**config.mk**
```make
export PLATFORM = sky130hd
export DESIGN_NAME = hazard_ctrl
export DESIGN_NICKNAME = d
export VERILOG_FILES = /design/src/rtl/pipe_pkg.sv /design/src/rtl/hazard_ctrl_fwd_sel.sv /design/src/rtl/hazard_ctrl.sv
export SDC_FILE = /design/constraint.sdc
export NUM_CORES = 1
export LEC_CHECK = 0
export BUFFER_PORTS_ARGS = -buffer_cell sky130_fd_sc_hd__buf_4
export CAP_MARGIN = 0
export CORE_ASPECT_RATIO = 1.4
export CORE_UTILIZATION = 25
export DETAILED_ROUTE_END_ITERATION = 10
export GPL_TIMING_DRIVEN = 0
export MAX_ROUTING_LAYER = met4
export PLACE_DENSITY_LB_ADDON = 0.25
export SETUP_SLACK_MARGIN = 0.3
export SYNTH_ARGS = -nofsm -noshare
export SYNTH_HDL_FRONTEND = slang
export SYNTH_SLANG_ARGS = --single-unit
```
**constraint.sdc**
```tcl
create_clock -name clk -period 1.8 [get_ports clk]
set_input_delay 0.45 -clock clk [delete_from_list [all_inputs] [get_ports clk]]
set_output_delay 0.45 -clock clk [all_outputs]
set_load 0.03 [all_outputs]
```
**src/rtl/pipe_pkg.sv**
```systemverilog
// pipe_pkg: shared types for the pipeline hazard sequencer
package pipe_pkg;
  typedef enum logic [1:0] {FWD_RF = 2'b00, FWD_WB = 2'b01, FWD_MEM = 2'b10} fwd_sel_t;
  typedef enum logic [1:0] {RUN, MISS, RESUME} hz_state_t;
endpackage

```
**src/rtl/hazard_ctrl_fwd_sel.sv**
```systemverilog
// fwd_sel: E-stage operand forwarding select, M has priority over W, x0 never forwarded
import pipe_pkg::*;
module fwd_sel #(
  parameter int WIDTH = 5
) (
  input  logic [WIDTH-1:0] RsE,
  input  logic [WIDTH-1:0] RdM,
  input  logic [WIDTH-1:0] RdW,
  input  logic             RegWriteM,
  input  logic             RegWriteW,
  output fwd_sel_t         fwd
);
  always_comb
    fwd = (RegWriteM && RdM != '0 && RdM == RsE) ? FWD_MEM :
          (RegWriteW && RdW != '0 && RdW == RsE) ? FWD_WB : FWD_RF;
endmodule

```
**src/rtl/hazard_ctrl.sv**
```systemverilog
// hazard_ctrl: stall/flush sequencing, load-use/branch hazards and data-miss freeze FSM
import pipe_pkg::*;
module hazard_ctrl #(
  parameter int WIDTH        = 5,
  parameter int MISS_TIMEOUT = 64
) (
  input  logic             clk,
  input  logic             rst,
  input  logic [WIDTH-1:0] Rs1D,
  input  logic [WIDTH-1:0] Rs2D,
  input  logic [WIDTH-1:0] Rs1E,
  input  logic [WIDTH-1:0] Rs2E,
  input  logic [WIDTH-1:0] RdE,
  input  logic [WIDTH-1:0] RdM,
  input  logic [WIDTH-1:0] RdW,
  input  logic             MemReadE,
  input  logic             RegWriteM,
  input  logic             RegWriteW,
  input  logic             PCSrcE,
  input  logic             MissM,
  input  logic             RefillDone,
  output logic             StallF,
  output logic             StallD,
  output logic             StallE,
  output logic             StallM,
  output logic             FlushD,
  output logic             FlushE,
  output logic             FlushW,
  output fwd_sel_t         ForwardAE,
  output fwd_sel_t         ForwardBE,
  output logic             MemErr
);
  localparam int CW = $clog2(MISS_TIMEOUT + 1);
  hz_state_t state_q, state_d;
  logic [CW-1:0] cnt_q, cnt_d;
  logic mem_err_q, mem_err_d;
  logic lw_stall;
  fwd_sel_t fwd_a, fwd_b;
  fwd_sel #(.WIDTH(WIDTH)) u_fwd_a (
    .RsE(Rs1E), .RdM(RdM), .RdW(RdW), .RegWriteM(RegWriteM), .RegWriteW(RegWriteW), .fwd(fwd_a)
  );
  fwd_sel #(.WIDTH(WIDTH)) u_fwd_b (
    .RsE(Rs2E), .RdM(RdM), .RdW(RdW), .RegWriteM(RegWriteM), .RegWriteW(RegWriteW), .fwd(fwd_b)
  );
  always_comb lw_stall = MemReadE && RdE != '0 && (RdE == Rs1D || RdE == Rs2D);
  always_comb begin
    state_d   = state_q;
    cnt_d     = cnt_q;
    mem_err_d = mem_err_q;
    StallF    = 1'b0;
    StallD    = 1'b0;
    StallE    = 1'b0;
    StallM    = 1'b0;
    FlushD    = 1'b0;
    FlushE    = 1'b0;
    FlushW    = 1'b0;
    case (state_q)
      RUN:
        if (MissM) begin
          {StallF, StallD, StallE, StallM, FlushW} = '1;
          state_d = MISS;
          cnt_d   = '0;
        end else if (PCSrcE) begin
          {FlushD, FlushE} = '1;
        end else if (lw_stall) begin
          {StallF, StallD, FlushE} = '1;
        end
      MISS: begin
        {StallF, StallD, StallE, StallM, FlushW} = '1;
        if (RefillDone) state_d = RESUME;
        else if (cnt_q == CW'(MISS_TIMEOUT - 1)) mem_err_d = 1'b1;
        else cnt_d = cnt_q + 1'b1;
      end
      RESUME: begin
        {StallF, StallD, StallE, StallM, FlushW} = '1;
        state_d = RUN;
      end
      default: state_d = RUN;
    endcase
    // reset clears the pipe regardless of the state being left
    if (rst) {StallF, StallD, StallE, StallM, FlushD, FlushE, FlushW} = 7'b0000111;
    ForwardAE = rst ? FWD_RF : fwd_a;
    ForwardBE = rst ? FWD_RF : fwd_b;
  end
  always_ff @(posedge clk)
    if (rst) begin
      state_q   <= RUN;
      cnt_q     <= '0;
      mem_err_q <= 1'b0;
    end else begin
      state_q   <= state_d;
      cnt_q     <= cnt_d;
      mem_err_q <= mem_err_d;
    end
  always_comb MemErr = mem_err_q;
endmodule

```
Word level (Yosys, flattened, before mapping):

Cells that the tools add are included.

* register bits: 10
* bits in latches: 0
* RAM bits: 0
* memory bits (read-only): 0
* bits of input ports: 43
* output and inout port bits: 12
* logic and storage cells: 66
* memories kept: 0

* $add $sub $neg: 1
* $mul: 0
* div/mod/pow operators: 0
* order comparisons: 0
* equality and inequality tests: 13
* shift-type cells: 0
* multiplexer cells: 30
* bitwise logic cells: 1
* reduce and logical (&&, ||, !) cells: 18

Operators with widths (number)
* $eq 5x5->1: 6
* $mux 7: 3
* $mux 1: 17
* $reduce_bool 5->1: 3
* $pmux 7 s2: 1
* $mux 2: 6
* $logic_and 1x1->1: 8
* $ne 2x2->1 const B: 4
* $add 7x1->7 const B: 1
* $eq 7x6->1 const B: 1
* $pmux 1 s2: 2
* $pmux 2 s2: 1
* $reduce_and 4->1: 1
* $reduce_and 3->1: 1
* $eq 2x1->1 const B: 1
* $eq 2x2->1 const B: 1
* $logic_not 2->1: 1
* $reduce_and 2->1: 1
* $reduce_bool 2->1: 1
* $reduce_or 2->1: 1
* $logic_or 1x1->1: 1
* $not 1->1: 1

Depth between registers and ports, before layout:

Gate-level depths: netlist of the first run.

* depth in word-level cells: 8
* gate-level depth with buffers: 8
* depth with buffers taken out: 7

Hierarchy:

From an unflattened synthesis of the first run, not the netlist that was laid out.

* cells, all modules: 137
* area total of the unflattened synthesis: 1098.6 um^2

By module, submodules not included
* hazard_ctrl: instances 1, cells each 97, area an instance 795.8 um^2, seq. area each 200.2 um^2
* fwd_sel: instances 2, cells each 20, area an instance 151.4 um^2, seq. area each 0.0 um^2

Worst setup path after synthesis of the first run:

Ideal clock, no wire load.

* path kind: input to output
* start: input port RdM[0]
* end: output port ForwardAE[0]
* arrival time: 2.235 ns
* required time: 1.350 ns
* path slack: -0.885 ns
* stages on the path: 4
* buffers on the path: 0
* cells stage by stage: or4_1 -> o21ai_2 -> nor3_1 -> nor4_1

* longest elaborated chain between the ends: 5
* elaborated cells between the ends (all ways): 6
* those cells by class: eq/ne: 1; mux: 2; reduce/logical: 3

Ends and longest elaborated chain
* start, declared: RTL line hazard_ctrl.sv:14 `input logic [WIDTH-1:0] RdM,`
* $reduce_bool 5->1: RTL line hazard_ctrl_fwd_sel.sv:14 `fwd = (RegWriteM && RdM != '0 && RdM == RsE) ? FWD_MEM :`
* $logic_and 1x1->1: RTL line hazard_ctrl_fwd_sel.sv:14
* $logic_and 1x1->1 *: RTL line hazard_ctrl_fwd_sel.sv:14
* $mux 2 *: RTL line hazard_ctrl_fwd_sel.sv:14
* $mux 2 *: RTL line hazard_ctrl.sv:82 `ForwardAE = rst ? FWD_RF : fwd_a;`
* end, declared: RTL line hazard_ctrl.sv:29 `output fwd_sel_t ForwardAE,`

Mark *: on every way between the ends. The rest lies on a longest branch, timed or not.

Worst setup path in the final report of the first run:

* start: input port Rs1E[4]
* end: output port ForwardAE[0]

* longest elaborated chain between the ends: 5
* elaborated cells between the ends (all ways): 7
* those cells by class: eq/ne: 2; mux: 3; reduce/logical: 2

Ends and longest elaborated chain
* start, declared: RTL line hazard_ctrl.sv:11 `input logic [WIDTH-1:0] Rs1E,`
* $eq 5x5->1: RTL line hazard_ctrl_fwd_sel.sv:15 `(RegWriteW && RdW != '0 && RdW == RsE) ? FWD_WB : FWD_RF;`
* $logic_and 1x1->1: RTL line hazard_ctrl_fwd_sel.sv:15
* $mux 1: RTL line hazard_ctrl_fwd_sel.sv:15
* $mux 2 *: RTL line hazard_ctrl_fwd_sel.sv:14
* $mux 2 *: RTL line hazard_ctrl.sv:82

Marked as above.

==> run metrics, run 1 <==
Yosys top cell area share 19.80%; fraction of synthesized cell area in xor and xnor cells 27.72%; Cell variety after synth 33; Worst-Skew Late Latency 240 ps; Synth Area in Simple Gates 28.34%; most common cell after layout, fill and taps aside buf_4; Sw Ratio 33.04%; failing checks setup timing; clock network power share 25.7%; Synth Area per Inst 7.960 um^2; Post-Place Setup Slack -445.2 ps; mapped cell area 1011 um^2; hold depth 2; mux share of post-synthesis cell area 0%; vias in the first global route 1280; GRT overflow 0; CP endpoint kind output port; Fill cells 361; status finished, violations left; Area contributors post-synth dfxtp_1 (20%), xnor2_1 (16%), xor2_1 (12%), ha_1 (5.0%), a21oi_1 (4.0%); H-tree depth 1; largest net degree at the start of global routing 11; FF-to-FF path depth 9; P_sw 363.2 uW; R2R Path Start state_q[1]$_SDFFE_PP0P_; Hold WC Path Type reg2reg; Final Max Tran Viols 0; cells after synthesis 127; DR vias 1250; Final Hold Vio Count 0; final period utilization 121.2%; Yosys reg bits 10; hold path start cnt_q[6]$_SDFFE_PP0P_; CP Launch Type primary input; gr usage total 16.41%; Crit path top cell by count buf_4; fin cells 247; vias per cell 5.061; CP Cell Sequence buf_4, xor2_1, or4_4, nor4_4, buf_4; Max-Cap Viols 0; final worst path period need 2182 ps; most frequent cells in the layout buf_4 (51), buf_6 (22), xnor2_1 (15); die area 4306 um^2; Yosys top cell by area dfxtp_1; skew final 2.627 ps; CTS Buf Count 3; yosys warns 0; drt drc 0; ANT cells 0; placed cells 224; clock buffer depth 2; Syn Nets 174; reg-to-reg endpoint cnt_q[5]$_SDFFE_PP0P_; crit path max fanout 2; Fmax achieved 458.3 MHz; Die X 55.75 um; Final ANT Viol Nets 0; num rows 27; DR WL/cell 13.90 um; Crit Path Category in2out; gpl congestion 0.8509; worst reg-to-reg setup slack 70 ps; sequential power share 21.6%; CTS root buf clkbuf_8; Compound-Gate Fraction of Synth Area 15.47%; Worst Path Arrival 1730 ps; first drt pass iteration count 4; unrepaired setup endpoints after global routing true; synth-to-layout area growth 105.9%; Power per Cell Area 528.0 nW/um^2; total wire length 3433 um; Max VDD drop 0.4441 mV; layout net count 252; share of cells above drive strength 1 63.24%; Worst Hold End cnt_q[6]$_SDFFE_PP0P_; Reg area 209.0 um^2; core area 3919 um^2; Die Y-Extent 77.24 um; CTS Sinks 10; Rel. slew slack 78.90%; Initial Util 25.80%; slowest cell on the critical path or4_4; IO Port Bufs 54; Synth Area in Adders 4.950%; final setup fails 10; P_int 736.1 uW; CTS tree yes; Seq/Total Area, Yosys 19.80%; Initial DRC Count 26; CTS Hold Bufs 0; Slew @ Worst Pin 316.3 ps; Clock transition at path regs 50 ps; largest family of logic cells by synthesized area simple AND/OR/NAND/NOR gates; Data required, critical path 1350 ps; I/O pin count 55; Multi-input gate area 1067 um^2; worst path setup slack after routing -381.9 ps; utilization after layout 53.13%; Leak 0.0008231 uW; Worst path max stage delay 550 ps; Comb power frac 52.6%; post-DP HPWL 2578 um; initial antenna violation count 0; first-pass GRT wire length 5547 um
==> cell usage after synthesis, drive strengths merged <==
| cell | instances |
|---|---|
| a211oi | 1 |
| a21bo | 1 |
| a21o | 1 |
| a21oi | 8 |
| a31oi | 3 |
| and2 | 1 |
| and2b | 1 |
| and3 | 1 |
| and4 | 1 |
| buf | 2 |
| clkbuf | 2 |
| dfxtp | 10 |
| ha | 4 |
| inv | 4 |
| nand2 | 3 |
| nand2b | 2 |
| nand3 | 4 |
| nand3b | 2 |
| nand4 | 4 |
| nand4b | 1 |
| nor2 | 6 |
| nor2b | 3 |
| nor3 | 7 |
| nor4 | 4 |
| o21ai | 6 |
| o21bai | 4 |
| o221ai | 1 |
| or3 | 2 |
| or4 | 5 |
| or4b | 1 |
| xnor2 | 18 |
| xor2 | 14 |
==> metal layers <==
layer	up-vias	global-route usage [%]	part of all wire (%)
met3	7	2.024	5.3
met1	583	15.60	35
met4	0	6.750	2.4
li1	608	-	-
met2	52	32.29	57
met5	-	-	0
==> power groups by stage <==
stage                     registers [uW]  logic [uW]  clock network, uW
after floorplan                      241         264                  0
after global placement               243         421                  0
final                                238         579                283
after global routing                 238         615                298
after detailed placement             243         429                  0
after CTS                            239         534                285
==> final cells by class <==
cell class,count,area share (%)
Buffer,4,1.983
Clock buffer,4,2.644
Inverter,4,0.8413
Multi-Input combinational cell,109,51.26
Sequential cell,10,10.04
Tap cell,43,2.584
Timing Repair Buffer,73,30.65
==> stage by stage <==
stage	TNS, ps	hold slack, ps	area (um^2)	total power, uW
global route	-2877	502.8	2082	1151
detailed placement	-2300	436.7	1674	672.5
CTS	-2421	455.2	1966	1059
global placement	-2271	430.6	1674	663.7
floorplan	-752.2	415.7	1215	505.5
finish	-2409	477.7	2082	1099
==> worst max path at each step <==
stage	end	slack, ps	depth (start not counted)	startpoint
after floorplan	ForwardAE[0]	-290	4	RdM[0]
after global placement	ForwardAE[0]	-450	6	RdM[0]
after detailed placement	ForwardAE[0]	-450	6	RdM[0]
after CTS	ForwardAE[0]	-400	5	Rs1E[4]
after global routing	ForwardAE[0]	-420	5	Rs1E[4]
final	ForwardAE[0]	-380	5	Rs1E[4]
==> state kept, by name (all words and copies together), names as in the netlist <==
register	cells
MemErr	1
cnt_q	7
state_q	2
==> kinds of logic (layout without fill, tap and decap cells) <==
| group | count (synthesis) | count (layout) |
|---|---|---|
| adder cells (fa/ha/maj) | 4 | 4 |
| buffers and inverters | 8 | 85 |
| XOR/XNOR | 32 | 32 |
| AND/OR/NAND/NOR | 48 | 48 |
| AO/OA/AOI/OAI | 25 | 25 |
| flip-flops | 10 | 10 |
==> what timing repair did <==
item                       in CTS  in global routing
pin swaps                      23                 13
gates resized for setup        34                 20
setup endpoints to repair      16                 18
buffers inserted               13                  6
==> worst max-delay path: cells and delay by family <==
kind | cells | cell delay, ps
and+or+nand+nor | 2 | 820
buffers and inverters | 2 | 310
xor gates and xnor gates | 1 | 150
(Power assumes the default switching activity.)
==> inputs of run 2 (changes only) <==
REMOVE_ABC_BUFFERS = 1   (was not set)
==> run 2 against run 1 <==
Net effect: the flow still finishes with violations (setup timing); power up 3.1%; worst hold slack worse by 30 ps; sequential cell count unchanged; clock skew increased by 0.81 ps; wire length increased by 10%; register-to-register slack improved by 50 ps; clock power grew 2%; via count grew 1.6%; die area is the same; sequential share of layout area decreased by 0.26 points; largest cell class unchanged.
==> run metrics, run 2 (synthesis gave the netlist of run 1 again) <==
IO Port Bufs 54 (unchanged); worst reg-to-reg setup slack 120 ps (+50 ps); Fmax achieved 454.1 MHz (-0.92%); cell family with most CP delay simple AND/OR/NAND/NOR gates; worst hold slack 447.5 ps (-30.24 ps); CP Cell Sequence buf_4, xor2_1, or4_1, nor4_2, buf_4; die area 4306 um^2 (unchanged); Comb power frac 53.5% (+0.9 points); Power per Cell Area 530.1 nW/um^2 (+0.40%); ANT cells 0 (unchanged); CTS Sinks 10 (unchanged); Initial Util 25.80% (unchanged); core area 3919 um^2 (unchanged); hold path start rst; CTS Buf Count 3 (unchanged); post-DP HPWL 2560 um (-0.70%); Hold WC Path Type in2reg; drt drc 0 (unchanged); sequential power share 21.1% (-0.5 points); failing checks setup timing; total wire length 3789 um (+10%); first drt pass iteration count 4 (unchanged); Final ANT Viol Nets 0 (unchanged); Initial DRC Count 15 (-42%); skew final 3.440 ps (+0.8127 ps); GRT overflow 0 (unchanged); CP startpoint RdW[3]; slowest cell on the critical path or4_1; most common cell after layout, fill and taps aside buf_4; max reg flops 7 (unchanged); P_int 750.1 uW (+1.9%); Max-Cap Viols 0 (unchanged); reg-to-reg endpoint cnt_q[5]$_SDFFE_PP0P_; placed cells 220 (-1.8%); share of cells above drive strength 1 63.24% (unchanged); Worst path max stage delay 540 ps (about the same); status finished, violations left; unrepaired setup endpoints after global routing true; Worst-Skew Late Latency 240 ps (about the same); DR WL/cell 15.34 um (+10%); Final Max Tran Viols 0 (unchanged); layout net count 252 (unchanged); synth-to-layout area growth 111.5%; Die Y-Extent 77.24 um (unchanged); CP Capture Point ForwardAE[0]; vias in the first global route 1398 (+9.2%); final worst path period need 2202 ps (+20.36 ps); gr usage total 18.54% (+2.1 points); H-tree depth 1 (unchanged); P_sw 383.5 uW (+5.6%); first-pass GRT wire length 6113 um (+10%); CTS tree yes; vias per cell 5.142 (+1.6%); CP endpoint kind output port; Top reg by flops cnt_q; Final Hold Vio Count 0 (unchanged); Worst Path Arrival 1750 ps (+20 ps); Sw Ratio 33.83% (+0.79 points); Crit path top cell by count buf_4; CTS root buf clkbuf_8; gpl congestion 0.7871 (-7.5%); Clock transition at path regs 50 ps (about the same); worst path setup slack after routing -402.3 ps (-20.36 ps); Crit Path Category in2out; Slew @ Worst Pin 258.3 ps (-57.97 ps); most frequent cells in the layout buf_4 (47), buf_6 (27), xor2_1 (14); CP Launch Type primary input; I/O pin count 55 (unchanged); FF-to-FF path depth 8 (-1); final period utilization 122.3% (+1.1 points); initial antenna violation count 0 (unchanged); clock network power share 25.4% (-0.3 points); Data required, critical path 1350 ps (about the same); fin cells 247 (unchanged); worst path buffer plus inverter count 2 (unchanged); DR vias 1270 (+1.6%); clock buffer depth 2 (unchanged); final setup fails 11 (+1); Die X 55.75 um (unchanged); Leak 0.0008630 uW (+4.8%); crit path max fanout 3 (+1); largest net degree at the start of global routing 14 (+3); CP Depth 5 (unchanged); Max VDD drop 0.4576 mV (+3.0%); num rows 27 (unchanged); Rel. slew slack 82.72% (+3.8 points); R2R Path Start state_q[1]$_SDFFE_PP0P_
run 2: cell types whose count changed in the layout (fill, tap and decap cells not counted), sizes merged:
| cell | previous run | this run |
|---|---|---|
| buf | 75 | 77 |
| clkbuf | 6 | 4 |
run 2: layout make-up:
| class | instances | area (um^2) |
|---|---|---|
| inverter | 4 | 20.02 |
| timing repair buffer | 77 | 701.9 |
| fill | 349 | 1780 |
| clock buffer | 4 | 55.05 |
| sequential | 10 | 209.0 |
| tap | 43 | 53.80 |
| multi-input combinational | 109 | 1099 |
run 2: worst min-delay path by stage:
stage                                  to  depth (start not counted)
finish              cnt_q[1]$_SDFFE_PP0P_                          2
global route        cnt_q[1]$_SDFFE_PP0P_                          2
CTS                 cnt_q[0]$_SDFFE_PP0P_                          2
detailed placement  cnt_q[6]$_SDFFE_PP0P_                          2
global placement    cnt_q[6]$_SDFFE_PP0P_                          2
floorplan           cnt_q[6]$_SDFFE_PP0P_                          2
run 2: metal layers:
layer	global-route usage [%]	part of all wire (%)
met5	-	0
met3	3.204	4.1
met2	37.11	60
met1	16.50	32
met4	7.750	4.0
run 2: metrics by stage:
step	utilization [%]	total power, uW	instance area (um^2)	setup TNS, ps	setup WS [ps]
2_1_floorplan	-	424.5	988.4	-6337	-1299
3_3_place_gp	36.94	580.6	1448	-2398	-548.1
3_5_place_dp	36.94	587.5	1448	-2603	-550.9
4_1_cts	47.99	1026	1881	-2588	-438.3
5_1_grt	54.57	1195	2138	-3108	-464.9
6_report	54.57	1134	2138	-2540	-402.3
run 2: timing repair:
item                                    CTS  global route
endpoints found under the hold margin     0             0
resized for setup                        60            42
pin swaps                                28            21
hold buffers                              0             0
buffers inserted                         16             7
endpoints found under the setup margin   16            16
run 2: worst register-to-register path: stages (launching register included):
cell,delay (ps)
dfxtp_4,380
inv_4,50
ha_4,160
buf_6,130
buf_4,130
nand2b_4,100
nand4_1,140
or3_4,390
a21oi_2,140
run 2: power groups by stage:
stage	Clock [uW]	Sequential, uW	Combinational, uW
finish	288	239	606
global route	311	239	645
CTS	292	238	497
detailed placement	0	239	349
global placement	0	238	343
floorplan	0	237	188
==> inputs of run 3 (changes only) <==
PLACE_DENSITY = 0.49   (was not set)
PLACE_DENSITY_LB_ADDON = not set   (was 0.25)
==> run 3 against run 2 <==
Net effect: the flow still finishes with violations (setup timing); worst hold slack gained 17 ps; power decreased by 3.3%; via count is 2.8% lower; clock skew fell by 1.8 ps.
==> run metrics, run 3 (synthesis gave the netlist of run 1 again) <==
status finished, violations left; failing checks setup timing; CP endpoint kind output port; slowest cell on the critical path or4_1; Power Total 1096 uW (-3.3%); Initial Util 25.80% (unchanged); met1 wire length 1200 um (-0.50%); num rows 27 (unchanged); worst path setup slack after routing -456.2 ps (-53.93 ps); final worst path period need 2256 ps (+53.93 ps); Initial DRC Count 60 (+45); utilization after layout 53.07% (-1.5 points); IO Port Bufs 54 (unchanged); Power per Cell Area 527.2 nW/um^2 (-0.54%); largest net degree at the start of global routing 13 (-1); unrepaired setup endpoints after global routing true; CTS Sinks 10 (unchanged); most common cell after layout, fill and taps aside buf_4; Worst Path Arrival 1810 ps (+60 ps); Worst-Skew Late Latency 240 ps (about the same); drt drc 0 (unchanged); Data required, critical path 1350 ps (about the same); DR WL/cell 14.88 um (-3.0%); Die X 55.75 um (unchanged); layout net count 247 (-2.0%); skew final 1.672 ps (-1.768 ps); I/O pin count 55 (unchanged); Final ANT Viol Nets 0 (unchanged); Hold WC Path Type reg2reg; hold depth 2 (unchanged); WL met3 156 um (+0.65%); first-pass GRT wire length 5561 um (-9.0%); Rel. slew slack 79.44% (-3.3 points); placed cells 220 (unchanged); post-DP HPWL 2528 um (-1.2%); Final Max Tran Viols 0 (unchanged); CP Launch Type primary input; gr usage total 17.09% (-1.4 points); share of cells above drive strength 1 60.30% (-2.9 points); initial antenna violation count 0 (unchanged); final setup fails 9 (-2); H-tree depth 1 (unchanged); Max-Cap Viols 0 (unchanged); Max VDD drop 0.4371 mV (-4.5%); vias in the first global route 1290 (-7.7%); CTS root buf clkbuf_8; Fmax achieved 443.2 MHz (-2.4%); Fill cells 352 (+0.86%); clock buffer depth 2 (unchanged); GRT overflow 0 (unchanged); Final Hold Vio Count 0 (unchanged); met2 wire len 2171 um (-4.5%); fin cells 242 (-2.0%); CTS tree yes; CTS Buf Count 3 (unchanged); Die Y-Extent 77.24 um (unchanged); Crit Path Category in2out; total wire length 3602 um (-4.9%); Clock transition at path regs 50 ps (about the same); core area 3919 um^2 (unchanged); max reg flops 7 (unchanged); Top reg by flops cnt_q; die area 4306 um^2 (unchanged); FF-to-FF path depth 9 (+1); Slew @ Worst Pin 307.3 ps (+49.01 ps); most frequent cells in the layout buf_4 (40), buf_6 (30), xor2_1 (14); finished layout cell area 2079 um^2 (-2.8%); Leak 0.0008313 uW (-3.7%); highest metal used met4; synth-to-layout area growth 105.7%; CP Cell Sequence buf_6, xor2_1, or4_1, nor4_2, buf_4; ANT cells 0 (unchanged); vias per cell 5.099 (-0.83%); final period utilization 125.3% (+3.0 points); CTS Hold Bufs 0 (unchanged); DR vias 1234 (-2.8%); first drt pass iteration count 4 (unchanged); gpl congestion 0.7971 (+1.3%); Worst path max stage delay 550 ps (about the same); Placed Area 1448 um^2 (unchanged); crit path max fanout 2 (-1)
run 3: metrics by stage:
stage / hold WS, ps / setup slack [ps] / setup TNS [ps]
2_1_floorplan: 415.7 / -1299 / -6337
3_5_place_dp: 434.1 / -580.8 / -2755
3_3_place_gp: 431.3 / -566.2 / -2573
5_1_grt: 480.7 / -484.4 / -2639
4_1_cts: 456.5 / -395.1 / -2071
6_report: 464.8 / -456.2 / -2092
run 3: report_power, final:
group          leakage (uW)  switching (uW)  internal, uW
clock             0.0000288             100           193
combinational      0.000720             260           306
sequential        0.0000823            9.39           228
total              0.000831             369           727
run 3: routing by layer:
layer  GRT usage (%)  vias to the layer above
li1                -                      602
met1           15.41                      583
met2           34.82                       42
met3           1.686                        7
met4           7.250                        0
met5               -                        -
run 3: layout make-up:
| type | instances | area (um^2) | area share [%] |
|---|---|---|---|
| clock buffer | 4 | 55.05 | 2.647 |
| inverter | 4 | 17.52 | 0.8424 |
| sequential | 10 | 207.7 | 9.988 |
| timing repair buffer | 72 | 673.1 | 32.37 |
| tap | 43 | 53.80 | 2.587 |
| multi-input combinational | 109 | 1072 | 51.56 |
run 3: final timing paths:
check	startpoint	end	slack [ps]
max	Rs2E[2]	ForwardBE[0]	-460
min	cnt_q[6]$_SDFFE_PP0P_	cnt_q[6]$_SDFFE_PP0P_	460
max reg2reg	state_q[1]$_SDFFE_PP0P_	cnt_q[5]$_SDFFE_PP0P_	0
min reg2reg	cnt_q[6]$_SDFFE_PP0P_	cnt_q[6]$_SDFFE_PP0P_	460
run 3: repair_timing:
item | in CTS | in global routing
gates resized for setup | 60 | 35
buffers inserted | 12 | 6
pin swaps | 28 | 24
endpoints found under the setup margin | 16 | 18
run 3: critical path: cells and delay by family:
| family | cells | cell delay, ps |
|---|---|---|
| xor gates and xnor gates | 1 | 150 |
| buffers and inverters | 2 | 320 |
| and+or+nand+nor | 2 | 890 |
